===== src/rtl/counter_pkg.sv =====
// counter_pkg: shared definitions for counting primitives (counters,
// pointers, timers).
//   cnt_mode_e : overflow policy, modular wrap or clip at the bound.
//   cnt_ext_w  : width of the working arithmetic for a W-bit count. It is
//                one bit wider so that cnt+step and max_val+1 never alias.
package counter_pkg;

    typedef enum logic {
        CNT_WRAP = 1'b0,
        CNT_SAT  = 1'b1
    } cnt_mode_e;

    function automatic int cnt_ext_w(input int w);
        return w + 1;
    endfunction

endpackage


===== src/rtl/counter_next_calc.sv =====
// counter_next_calc: combinational next-count evaluation for one enabled step.
//   cnt, step, max_val : current count, increment and upper bound (W bits)
//   up                 : 1 = count up, 0 = count down
//   next               : candidate count after the step
//   wrap               : the step wrapped (CNT_WRAP) or clipped (CNT_SAT)
//   err                : the step was rejected because step > max_val
// The caller must apply these outputs only when en is set and load is clear.
module counter_next_calc
    import counter_pkg::*;
#(
    parameter int        W    = 8,
    parameter cnt_mode_e MODE = CNT_WRAP
) (
    input  logic [W-1:0] cnt,
    input  logic [W-1:0] step,
    input  logic [W-1:0] max_val,
    input  logic         up,
    output logic [W-1:0] next,
    output logic         wrap,
    output logic         err
);

    localparam int XW = cnt_ext_w(W);

    logic [XW-1:0] c, s, m, modulus, sum, nx;

    always_comb begin
        c       = {1'b0, cnt};
        s       = {1'b0, step};
        m       = {1'b0, max_val};
        modulus = m + 1'b1;
        sum     = c + s;
        nx      = c;
        wrap    = 1'b0;
        err     = 1'b0;
        if (s > m) begin
            err = 1'b1;
        end else if (s == '0) begin
            nx = c;
        end else if (c > m) begin
            // max_val was lowered below the current count: snap back into range
            nx   = (MODE == CNT_SAT) ? m : '0;
            wrap = 1'b1;
        end else if (up) begin
            if (sum > m) begin
                nx   = (MODE == CNT_SAT) ? m : sum - modulus;
                wrap = 1'b1;
            end else begin
                nx = sum;
            end
        end else begin
            if (s > c) begin
                // c + modulus - s stays below 2*modulus, so XW bits suffice
                nx   = (MODE == CNT_SAT) ? '0 : c + modulus - s;
                wrap = 1'b1;
            end else begin
                nx = c - s;
            end
        end
        next = nx[W-1:0];
    end

endmodule


===== src/rtl/updown_mod_counter.sv =====
// updown_mod_counter: up/down counter with programmable modulus, step size,
// synchronous load and a wrap or saturate overflow policy.
//   clk, rst  : rising-edge clock, synchronous active-high reset
//   en, up    : step enable and direction
//   step      : increment per enabled cycle
//   max_val   : upper bound, count range is 0..max_val
//   load      : load strobe, loads min(load_val, max_val)
//   cnt       : registered count
//   at_max    : cnt == max_val (combinational)
//   at_zero   : cnt == 0 (combinational)
//   wrap      : registered pulse, last update wrapped or clipped
//   step_err  : registered pulse, last enabled step was rejected
// Priority on each edge: rst, then load, then en.
module updown_mod_counter
    import counter_pkg::*;
#(
    parameter int        W       = 8,
    parameter cnt_mode_e MODE    = CNT_WRAP,
    parameter int        RST_VAL = 0
) (
    input  logic         clk,
    input  logic         rst,
    input  logic         en,
    input  logic         up,
    input  logic [W-1:0] step,
    input  logic [W-1:0] max_val,
    input  logic         load,
    input  logic [W-1:0] load_val,
    output logic [W-1:0] cnt,
    output logic         at_max,
    output logic         at_zero,
    output logic         wrap,
    output logic         step_err
);

    localparam logic [W-1:0] RST_CNT = W'(RST_VAL);

    logic [W-1:0] nxt;
    logic         nxt_wrap;
    logic         nxt_err;

    counter_next_calc #(
        .W    (W),
        .MODE (MODE)
    ) u_next (
        .cnt     (cnt),
        .step    (step),
        .max_val (max_val),
        .up      (up),
        .next    (nxt),
        .wrap    (nxt_wrap),
        .err     (nxt_err)
    );

    always_ff @(posedge clk) begin
        if (rst) begin
            cnt      <= RST_CNT;
            wrap     <= 1'b0;
            step_err <= 1'b0;
        end else if (load) begin
            cnt      <= (load_val > max_val) ? max_val : load_val;
            wrap     <= 1'b0;
            step_err <= 1'b0;
        end else if (en) begin
            cnt      <= nxt;
            wrap     <= nxt_wrap;
            step_err <= nxt_err;
        end else begin
            wrap     <= 1'b0;
            step_err <= 1'b0;
        end
    end

    assign at_max  = (cnt == max_val);
    assign at_zero = (cnt == '0);

endmodule


===== config.mk =====
export PLATFORM = sky130hd
export DESIGN_NAME = updown_mod_counter
export DESIGN_NICKNAME = d
export VERILOG_FILES = /design/src/rtl/counter_pkg.sv /design/src/rtl/counter_next_calc.sv /design/src/rtl/updown_mod_counter.sv
export SDC_FILE = /design/constraint.sdc
export NUM_CORES = 1
export LEC_CHECK = 0
export ABC_CLOCK_PERIOD_IN_PS = 7800
export BUFFER_PORTS_ARGS = -buffer_cell sky130_fd_sc_hd__buf_2
export CAP_MARGIN = 10
export CORE_ASPECT_RATIO = 0.8
export CORE_MARGIN = 2
export CORE_UTILIZATION = 54
export CTS_CLUSTER_SIZE = 8
export DETAILED_ROUTE_END_ITERATION = 7
export PLACE_DENSITY = 0.75
export SLEW_MARGIN = 0
export SYNTH_ARGS = -nofsm -noshare
export SYNTH_HDL_FRONTEND = slang
export SYNTH_SLANG_ARGS = --single-unit

===== constraint.sdc =====
create_clock -name clk -period 7.8 [get_ports clk]
set_clock_uncertainty 0.15 [all_clocks]
set_input_delay 0.78 -clock clk [delete_from_list [all_inputs] [get_ports clk]]
set_output_delay 0.78 -clock clk [all_outputs]
set_load 0.01 [all_outputs]

==> results of run 1 <==
## layout make-up
type	instances	area (µm²)	area share, %
multi-input cells	311	2620	78.3
repair buffers	40	200	5.98
flip-flops and latches	10	200	5.98
well taps	78	97.6	2.92
inverters	50	188	5.61
clock buffers	3	41.3	1.23
## power groups by stage
stage / clock (mW) / combinational [mW] / sequential (mW)
floorplan: 0 / 0.422 / 0.0745
finish: 0.0555 / 0.544 / 0.0776
CTS: 0.0545 / 0.537 / 0.0773
global placement: 0 / 0.526 / 0.0783
detailed placement: 0 / 0.533 / 0.0781
global route: 0.0590 / 0.601 / 0.0787
## kinds of logic after synthesis
kind of cell             count (synthesis)
AO/OA/AOI/OAI                           99
XOR/XNOR                                30
adder cells (fa/ha/maj)                 74
buffers and inverters                   59
flip-flops                              10
multiplexers                            15
AND/OR/NAND/NOR                         93
## worst reg2reg max path, cell delays in order, from the launching register on
cell and delay, ps:
dfxtp_1 560, ha_1 330, nor2b_1 150, o211ai_1 100, a31oi_1 310, o21ai_1 150, xnor2_1 250, ha_1 330
a21oi_1 180, nand2_1 80, a41oi_1 190, o211ai_2 270, mux2i_1 230, a21oi_1 80, o221a_1 250, a211oi_1 250
## state kept, by name, indices dropped and copies added, names as in the netlist
register  count
step_err      1
wrap          1
cnt           8
## per-layer routing
metal	part of all wire [%]	GRT usage (%)	wire length [µm]	up-vias
li1	-	-	-	1439
met3	9.0	5.53	788	4
met5	0	0	0	-
met4	0.60	3.03	52	0
met2	42	42.4	3660	123
met1	48	44.0	4230	1340
## through the flow
step                util, %  instances  area, µm²
global route           61.2        492       3350
global placement       60.5        489       3310
floorplan                 -        380       3060
detailed placement     60.5        489       3310
finish                 61.2        492       3350
CTS                    61.2        492       3350
## synth_stat cells, drive strengths merged, types with 2 or more instances
library cell  count  share of area [%]
a41oi             2               0.57
ha               64                 26
a21oi            20                3.4
nor2             24                2.9
xor2             10                2.9
nor2b             9                1.8
a31o              2               0.57
o21a              5                1.2
fa               10                6.5
nor3             11                2.1
clkbuf            2               0.25
o211ai            6                1.6
o21ai            16                2.6
inv              50                6.1
or2               2               0.41
a211oi           11                2.9
xnor2            20                6.0
dfxtp            10                6.5
nor4              2               0.41
o31a              2               0.57
mux2              8                3.1
nand2b            4                1.1
a21o              5                1.2
o21bai            7                1.7
nand4             6                1.2
mux2i             7                2.3
o2bb2ai           2               0.57
o221a             4                1.5
a211o             2               0.57
o2111ai           2               0.57
a31oi             2               0.41
nand3            15                2.6
o22ai             2               0.41
and2              3               0.61
a22oi             3               0.74
or4               2               0.49
nand2            14                1.7
buf               7                1.5
## worst min path at each step
stage                           to  slack (ps)  cells after the start
2_1_floorplan  cnt[0]$_SDFFE_PP0P_         410                      2
3_3_place_gp   cnt[0]$_SDFFE_PP0P_         460                      2
3_5_place_dp   cnt[0]$_SDFFE_PP0P_         460                      2
4_1_cts        cnt[0]$_SDFFE_PP0P_         480                      2
5_1_grt        cnt[0]$_SDFFE_PP0P_         510                      2
6_report       cnt[0]$_SDFFE_PP0P_         480                      2
==> qor.csv, run 1 <==
metric,value,unit
synth_top_family_by_area,adder cells,
avgSynthCellArea,8.06,µm²
finalMaxSlewViolations,0,
firstDrtPassIters,5,
synthMuxAreaShare,5.35,%
crit_required,7790,ps
power_density,202,mW/mm²
antenna_found_initial,0,
cts_buffer_depth,2,
path_depth,17,
postRouteAntennaNets,0,
outcome,finished clean,
reg2reg_depth,15,
switching_share,50.9,%
timing.rr.start,cnt[1]$_SDFFE_PP0P_,
internal_power,0.332,mW
synth_nets,483,
avgViaCountPerCell,5.91,
synth-compound-area-share,23.0,%
layout_commonest_cell,ha_1,
worstSetupStartpoint,step[3],
finalCriticalPeriod,4250,ps
area_growth,9.32,%
core_area,0.00547,mm²
layout_setup_ws,3550,ps
hold_buffers,0,
hold_class,reg2reg,
worstMarginPinSlew,1080,ps
drive_gt1_share,14.3,%
synth.distinct_cells,60,
cp_max_fo,12,
switching_power,0.345,mW
cts_root_buf,clkbuf_8,
start_util,56.0,%
endpoint_kind,flop,
relSlewSlack,26.6,%
io_buffers,40,
rr_endpoint,cnt[0]$_SDFFE_PP0P_,
pre_cts_slack,3400,ps
cap_violations,0,
dp_hpwl,7360,µm
fmax,235,MHz
htreeDepth,1,
wl_per_cell,17.8,µm
nNetsFinal,519,
tns,0,ps
drt_iter0_markers,197,
rows,24,
grt_usage,28.5,%
cts.clk_slew.worst_paths,50,ps
wirelength,8730,µm
grt_pass1_wl,13700,µm
arrival,4230,ps
synth_ff_type,dfxtp_1,
crit_chain,"buf_2, inv_1, ha_1, inv_2, o211ai_1, a31oi_1, o21ai_1, xnor2_1, ha_1, a21oi_1, nand2_1, a41oi_1, o211ai_2, mux2i_1, a21oi_1, o221a_1, a211oi_1",
synth_cells,380,
cts_setup_buffers,0,
ys_seq_area_share,6.54,%
die-area,0.00629,mm²
cpPeakStageDelay,430,ps
synth-seq-cells,10,
grt_pass1_vias,2611,
hold_viol_final,0,
io_pins,41,
finalCritPeriodShare,54.5,%
place_congestion,0.896,
worstSetupPathType,in2reg,
min_from,cnt[0]$_SDFFE_PP0P_,
irDropWorstVdd,0.107,mV
crit_family,compound AO/OA/AOI/OAI gates,
slowest_stage,ha_1,
final_cell_mix,"ha_1 (64), inv_1 (49), buf_2 (40)",
cts_tree,done,
cts_resized,0,
numCtsBuffers,3,
insertedDiodeCount,0,
synth_edf_count,0,
grt_setup_unrepaired,no,
synth_fa_ha_area_share,32.7,%
cp-start-kind,input pin,
finalPower,0.677,mW
p_seq_share,11.5,%
cts.sinks,10,
yosys_warnings,0,
vias,2906,
p_comb_share,80.4,%
critPathBufInv,3,
die_width,88.2,µm
clock_latency,240,ps
grt.overflow.total,0,
syn_area,0.00306,mm²
synth_xor_area_share,8.83,%
endpoint,cnt[0]$_SDFFE_PP0P_,
rrSetupSlack,3820,ps
synthSimpleGateAreaFrac,15.7,%
fill_cells,533,
grt_max_degree,17,
setup_viol,0,
die_height,71.4,µm
clkPwrFrac,8.2,%
async_flop_share,0,%
drc,0,
p_leak,1.63,nW
whs,481,ps
Note: power is estimated with default switching activity, not from simulation.
==> run 2, diff against run 1 <==
- ABC_AREA: default -> 1
- ABC_CLOCK_PERIOD_IN_PS: 7800 -> 3900
- PLACE_DENSITY: 0.75 -> 0.78
- clock period: 7.8 -> 3.9 ns (I/O delays scaled with it)
==> run 2 against run 1 <==
Synthesized area is 5.2% higher. Synthesized cell count is 32% higher. Worst hold slack worse by 290 ps. Non-clock buffer count is 2 higher. Total power is 100% higher. Critical path depth stayed put. Count of clock-buffer cells in the layout stayed put. Register-to-register slack worse by 3400 ps. Clock power is 110% higher. Largest cell class unchanged. Largest power group unchanged.
==> qor.csv, run 2 <==
metric,value,unit,change
avgSynthCellArea,6.42,µm²,was 8.06 µm²
cpPeakStageDelay,400,ps,was 430 ps
clock_latency,250,ps,was 240 ps
cts.sinks,10,,unchanged
nNetsFinal,643,,was 519
antenna_found_initial,0,,unchanged
yosysMostFrequentCell,nand2_1,,was ha_1
wirelength,10100,µm,was 8730 µm
top_register,cnt,,unchanged
vias,3486,,"was 2,906"
p_leak,1.95,nW,was 1.63 nW
cap_violations,0,,unchanged
hold_buffers,0,,unchanged
arrival,3480,ps,was 4230 ps
grt_setup_unrepaired,no,,unchanged
grt_pass1_vias,3157,,"was 2,611"
synth_cells,502,,was 380
cts_resized,0,,unchanged
synth_top_area_share,24.9,%,was 26.2%
firstDrtPassIters,5,,unchanged
clkPwrFrac,8.5,%,was 8.2%
placedCellCount,616,,was 489
avgViaCountPerCell,5.63,,was 5.91
start_util,55.1,%,was 56.0%
synth_ff_type,dfxtp_1,,unchanged
cts_tree,done,,unchanged
cts.clk_slew.worst_paths,50,ps,about the same
place_congestion,0.965,,was 0.896
critPathBufInv,1,,was 3
syn_area,0.00322,mm²,was 0.00306 mm²
yosys_warnings,0,,unchanged
wl_per_cell,16.2,µm,was 17.8 µm
numCtsBuffers,3,,unchanged
fin_cells,619,,was 492
synth_commonest_cells,"nand2_1 (120), inv_1 (73), ha_1 (64), nand3_1 (61), a21oi_1 (43)",,"was ha_1 (64), inv_1 (49), nor2_1 (24), a21oi_1 (19), xnor2_1 (19)"
endpoint_kind,flop,,unchanged
fmax,290,MHz,
cp-start-kind,flop,,was input pin
final_cell_mix,"nand2_1 (120), inv_1 (73), ha_1 (64)",,"was ha_1 (64), inv_1 (49), buf_2 (40)"
htreeDepth,1,,unchanged
insertedDiodeCount,0,,unchanged
hold_viol_final,0,,unchanged
drt_iter0_markers,286,,was 197
tns,0,ps,unchanged
reg_top3,"cnt: 8 flops, step_err: 1 flops, wrap: 1 flops",,unchanged
crit_chain,"ha_1, fa_1, nand3_1, nand2_2, a31oi_2, xor2_1, ha_1, a21o_1, a21oi_1, nand2_1, nand2_1, nand2_2, clkinv_1, nand2_1, nand3_1, nand3_1, a21oi_1",,"was buf_2, inv_1, ha_1, inv_2, o211ai_1, a31oi_1, o21ai_1, xnor2_1, ha_1, a21oi_1, nand2_1, a41oi_1, o211ai_2, mux2i_1, a21oi_1, o221a_1, a211oi_1"
cts_buffer_depth,2,,unchanged
rows,25,,was 24
synth_edf_count,0,,unchanged
finalCritPeriodShare,88.6,%,
core_area,0.00585,mm²,was 0.00547 mm²
crit_required,3920,ps,was 7790 ps
drive_gt1_share,13.6,%,was 14.3%
outcome,finished clean,,unchanged
slowest_stage,fa_1,,was ha_1
setup_viol,0,,unchanged
async_flop_share,0,%,unchanged
power_density,387,mW/mm²,was 202 mW/mm²
grt.overflow.total,0,,unchanged
layout_commonest_cell,nand2_1,,was ha_1
synth.distinct_cells,36,,was 60
area_growth,9.25,%,was 9.32%
irDropWorstVdd,0.156,mV,was 0.107 mV
p_comb_share,81.0,%,was 80.4%
postRouteAntennaNets,0,,unchanged
dp_hpwl,8500,µm,was 7360 µm
synth-seq-cells,10,,unchanged
grt_usage,31.0,%,was 28.5%
finalPower,1.36,mW,was 0.677 mW
worstSetupPathType,reg2reg,,was in2reg
die_height,73.1,µm,was 71.4 µm
relSlewSlack,56.7,%,was 26.6%
hold_class,in2reg,,was reg2reg
synth.area.top_cells,"ha_1 (25%), nand2_1 (14%), nand3_1 (9.5%), inv_1 (8.5%), a21oi_1 (6.7%)",,"was ha_1 (26%), dfxtp_1 (6.5%), fa_1 (6.5%), inv_1 (6.0%), xnor2_1 (5.4%)"
worstMarginPinSlew,649,ps,was 1080 ps
largest_reg_flops,8,,unchanged
grt_pass1_wl,16000,µm,"was 13,700 µm"
die-area,0.00660,mm²,was 0.00629 mm²
ys_seq_area_share,6.22,%,was 6.54%
switching_share,56.7,%,was 50.9%
synth_nets,605,,was 483
io_buffers,40,,unchanged
cp_max_fo,12,,unchanged
finalMaxSlewViolations,0,,unchanged
p_seq_share,10.5,%,was 11.5%
cts_setup_buffers,0,,unchanged
internal_power,0.589,mW,was 0.332 mW
io_pins,41,,unchanged
grt_max_degree,17,,unchanged
finalCriticalPeriod,3450,ps,
crit_family,adder cells,,was compound AO/OA/AOI/OAI gates
die_width,90.3,µm,was 88.2 µm
switching_power,0.772,mW,was 0.345 mW
yosysTopAreaCell,ha_1,,unchanged
cts_root_buf,clkbuf_8,,unchanged
drc,0,,unchanged
==> run 2: cell count changes in the layout (fill, tap and decap cells not counted), moves of 6 or more <==
cell,delta
nor2b_1,-9
nor2_1,-8
xnor2_1,-14
mux2i_1,-7
a211oi_1,-10
a21oi_1,+24
nand4_1,+6
nand2_1,+106
inv_1,+24
nand3_1,+47
==> run 2: final timing paths <==
| path | start | end | slack (ps) | cells after the start |
|---|---|---|---|---|
| min | rst | step_err$_SDFF_PP0_ | 190 | 2 |
| max reg2reg | cnt[0]$_SDFFE_PP0P_ | cnt[1]$_SDFFE_PP0P_ | 450 | 17 |
| min reg2reg | cnt[7]$_SDFFE_PP0P_ | cnt[7]$_SDFFE_PP0P_ | 500 | 4 |
| max | cnt[0]$_SDFFE_PP0P_ | cnt[1]$_SDFFE_PP0P_ | 450 | 17 |
==> run 2: final cells by class <==
type                       count  area (µm²)
clock buffer                   3        41.3
fill                         600        2330
inverter                      81         304
multi-input combinational    402        2660
sequential                    10         200
tap                           81         101
timing repair buffer          42         215
==> run 2: layer usage <==
| metal | vias to the layer above | share of wire (%) | GRT usage (%) |
|---|---|---|---|
| li1 | 1746 | - | - |
| met1 | 1572 | 47 | 44.7 |
| met2 | 156 | 44 | 51.3 |
| met3 | 12 | 8.5 | 4.03 |
| met4 | 0 | 1.1 | 4.27 |
| met5 | - | 0 | 0 |
==> run 2: worst reg2reg max path: stages (launching register included) <==
cell      delay, ps
dfxtp_1         360
ha_1            230
fa_1            400
nand3_1         120
nand2_2         100
a31oi_2         150
xor2_1          380
ha_1            330
a21o_1          160
a21oi_1         120
nand2_1          60
nand2_1          90
nand2_2         150
clkinv_1        150
nand2_1          60
nand3_1          80
nand3_1         100
a21oi_1         190
==> run 2: logic make-up after synthesis <==
family,share of synthesized area [%]
DFF,6.22
xor gates and xnor gates,4.35
AOI/OAI and AO/OA,15.2
buffers and inverters,11.3
adders and majority gates,31.1
and+or+nand+nor,31.9
==> run 2: power groups by stage <==
stage | Clock, mW | Combinational, mW | Sequential [mW]
final | 0.116 | 1.10 | 0.143
after global routing | 0.119 | 1.23 | 0.144
after CTS | 0.113 | 1.08 | 0.142
after detailed placement | 0 | 1.07 | 0.144
after global placement | 0 | 1.06 | 0.144
after floorplan | 0 | 0.812 | 0.142
==> run 2: per-stage QoR <==
step / hold WS [ps] / utilization [%] / cell area [µm²] / setup slack (ps)
after floorplan: 317 / - / 3220 / 956
after global placement: 442 / 59.4 / 3480 / 341
after detailed placement: 447 / 59.4 / 3480 / 296
after CTS: 197 / 60.1 / 3520 / 455
after global routing: 210 / 60.1 / 3520 / 170
final: 193 / 60.1 / 3520 / 446
==> run 3, diff against run 2 <==
- CTS_BUF_LIST: default -> sky130_fd_sc_hd__clkbuf_8 sky130_fd_sc_hd__clkbuf_16
- GPL_TIMING_DRIVEN: default -> 0
==> run 3 against run 2 <==
Register-to-register slack got worse by 20 ps. Combinational power about the same. Sequential share of layout area decreased by 0.086 points. Via count increased by 0.63%. Worst hold slack improved by 26 ps. Cell count increased by 1.1%. Critical endpoint is now cnt[5]$_SDFFE_PP0P_. Clock power increased by 16%. Maximum frequency decreased by 0.67%. Routed wire length decreased by 3.2%. Largest power group unchanged.
==> qor.csv, run 3 (synthesized netlist as in run 2, its figures left out) <==
metric,value,unit,change
outcome,finished clean,,unchanged
grt.overflow.total,0,,unchanged
reg_top3,"cnt: 8 flops, step_err: 1 flops, wrap: 1 flops",,unchanged
worstMarginPinSlew,477,ps,was 649 ps
top_register,cnt,,unchanged
die_width,90.3,µm,unchanged
crit_required,3880,ps,was 3920 ps
cts_setup_buffers,0,,unchanged
htreeDepth,1,,unchanged
fin_cells,626,,was 619
vias,3508,,"was 3,486"
finalMaxSlewViolations,0,,unchanged
antenna_found_initial,0,,unchanged
hold_class,in2reg,,unchanged
postRouteAntennaNets,0,,unchanged
whs,219,ps,was 193 ps
postLayoutCoreUtil,61.1,%,was 60.1%
grt_usage,30.5,%,was 31.0%
clock_latency,250,ps,about the same
fill_cells,589,,was 600
endpoint_kind,flop,,unchanged
finalCriticalPeriod,3480,ps,was 3450 ps
dpl-instance-area,0.00352,mm²,was 0.00348 mm²
die_height,73.1,µm,unchanged
largest_reg_flops,8,,unchanged
irDropWorstVdd,0.245,mV,was 0.156 mV
arrival,3460,ps,was 3480 ps
wl_per_cell,15.5,µm,was 16.2 µm
cts_tree,done,,unchanged
grt_pass1_vias,3277,,"was 3,157"
grt_pass1_wl,15800,µm,"was 16,000 µm"
numCtsBuffers,3,,unchanged
cp-start-kind,flop,,unchanged
finalCritPeriodShare,89.1,%,was 88.6%
power_density,390,mW/mm²,was 387 mW/mm²
insertedDiodeCount,0,,unchanged
io_buffers,39,,was 40
avgViaCountPerCell,5.60,,was 5.63
fmax,288,MHz,was 290 MHz
area_growth,10.9,%,was 9.25%
die-area,0.00660,mm²,unchanged
multi_input_area,0.00266,mm²,unchanged
layout_commonest_cell,nand2_1,,unchanged
worstSetupPathType,reg2reg,,unchanged
hold_buffers,0,,unchanged
seq_area,200,µm²,unchanged
start_util,55.1,%,unchanged
placedCellCount,622,,was 616
grt_max_degree,11,,was 17
dp_hpwl,8160,µm,was 8500 µm
rows,25,,unchanged
p_leak,1.98,nW,was 1.95 nW
relSlewSlack,68.1,%,was 56.7%
drc,0,,unchanged
wirelength,9730,µm,"was 10,100 µm"
cp_max_fo,10,,was 12
hold_viol_final,0,,unchanged
nNetsFinal,649,,was 643
setup_viol,0,,unchanged
fin_area,0.00357,mm²,was 0.00352 mm²
grt_setup_unrepaired,no,,unchanged
cts.sinks,10,,unchanged
place_congestion,0.982,,was 0.965
final_cell_mix,"nand2_1 (120), inv_1 (73), ha_1 (64)",,unchanged
cts.clk_slew.worst_paths,50,ps,about the same
cts_root_buf,clkbuf_8,,unchanged
drive_gt1_share,14.5,%,was 13.6%
firstDrtPassIters,8,,was 5
io_pins,41,,unchanged
cts_resized,0,,unchanged
drt_iter0_markers,348,,was 286
cap_violations,0,,unchanged
tns,0,ps,unchanged
cts_buffer_depth,2,,unchanged
core_area,0.00585,mm²,unchanged
==> run 3: cell types whose count changed in the layout (fill, tap and decap cells not counted), sizes merged <==
cell	before	now
buf	42	47
clkbuf	3	5
==> run 3: metrics by stage <==
stage	setup WS [ps]	total power, mW
after floorplan	956	0.954
after global placement	323	1.20
after detailed placement	324	1.23
after CTS	494	1.37
after global routing	281	1.54
final	423	1.39
==> run 3: per-layer routing <==
metal / GRT usage [%] / vias to the layer above / wire length [µm]
met5: 0 / - / 0
met4: 6.67 / 0 / 180
met3: 4.24 / 19 / 907
met2: 50.6 / 156 / 4180
met1: 42.7 / 1574 / 4460
li1: - / 1759 / -
==> run 3: power by group <==
part	total, mW	switching (mW)	leakage (nW)	internal, mW
clock	0.135	0.0455	0.0288	0.0891
sequential	0.144	0.0281	0.0827	0.116
combinational	1.11	0.697	1.87	0.416
==> run 3: path summary, 6_finish.rpt <==
check	start	to	slack [ps]	cells after the start
worst max-delay path	cnt[0]$_SDFFE_PP0P_	cnt[5]$_SDFFE_PP0P_	420	17
worst min-delay path	rst	step_err$_SDFF_PP0_	220	2
worst max register to register	cnt[0]$_SDFFE_PP0P_	cnt[5]$_SDFFE_PP0P_	420	17
worst min register to register	cnt[7]$_SDFFE_PP0P_	cnt[7]$_SDFFE_PP0P_	490	4
==> run 3: cell type report <==
| cell class | count | area share [%] |
|---|---|---|
| multi-input combinational | 402 | 74.4 |
| timing repair buffer | 39 | 5.46 |
| buffer | 9 | 1.68 |
| sequential | 10 | 5.60 |
| clock buffer | 4 | 1.54 |
| tap | 81 | 2.84 |
| inverter | 81 | 8.51 |
==> run 3: critical path, stage by stage, from the launching register on <==
cell	delay (ps)
dfxtp_1	350
ha_1	220
fa_1	400
nand3_1	110
nand2_2	100
a31oi_2	160
xor2_1	430
ha_1	330
a21o_1	160
a21oi_1	130
nand2_1	70
nand2_1	80
nand2_2	80
buf_6	150
nand3_1	110
nand3_1	90
nand3_1	140
a21oi_1	80
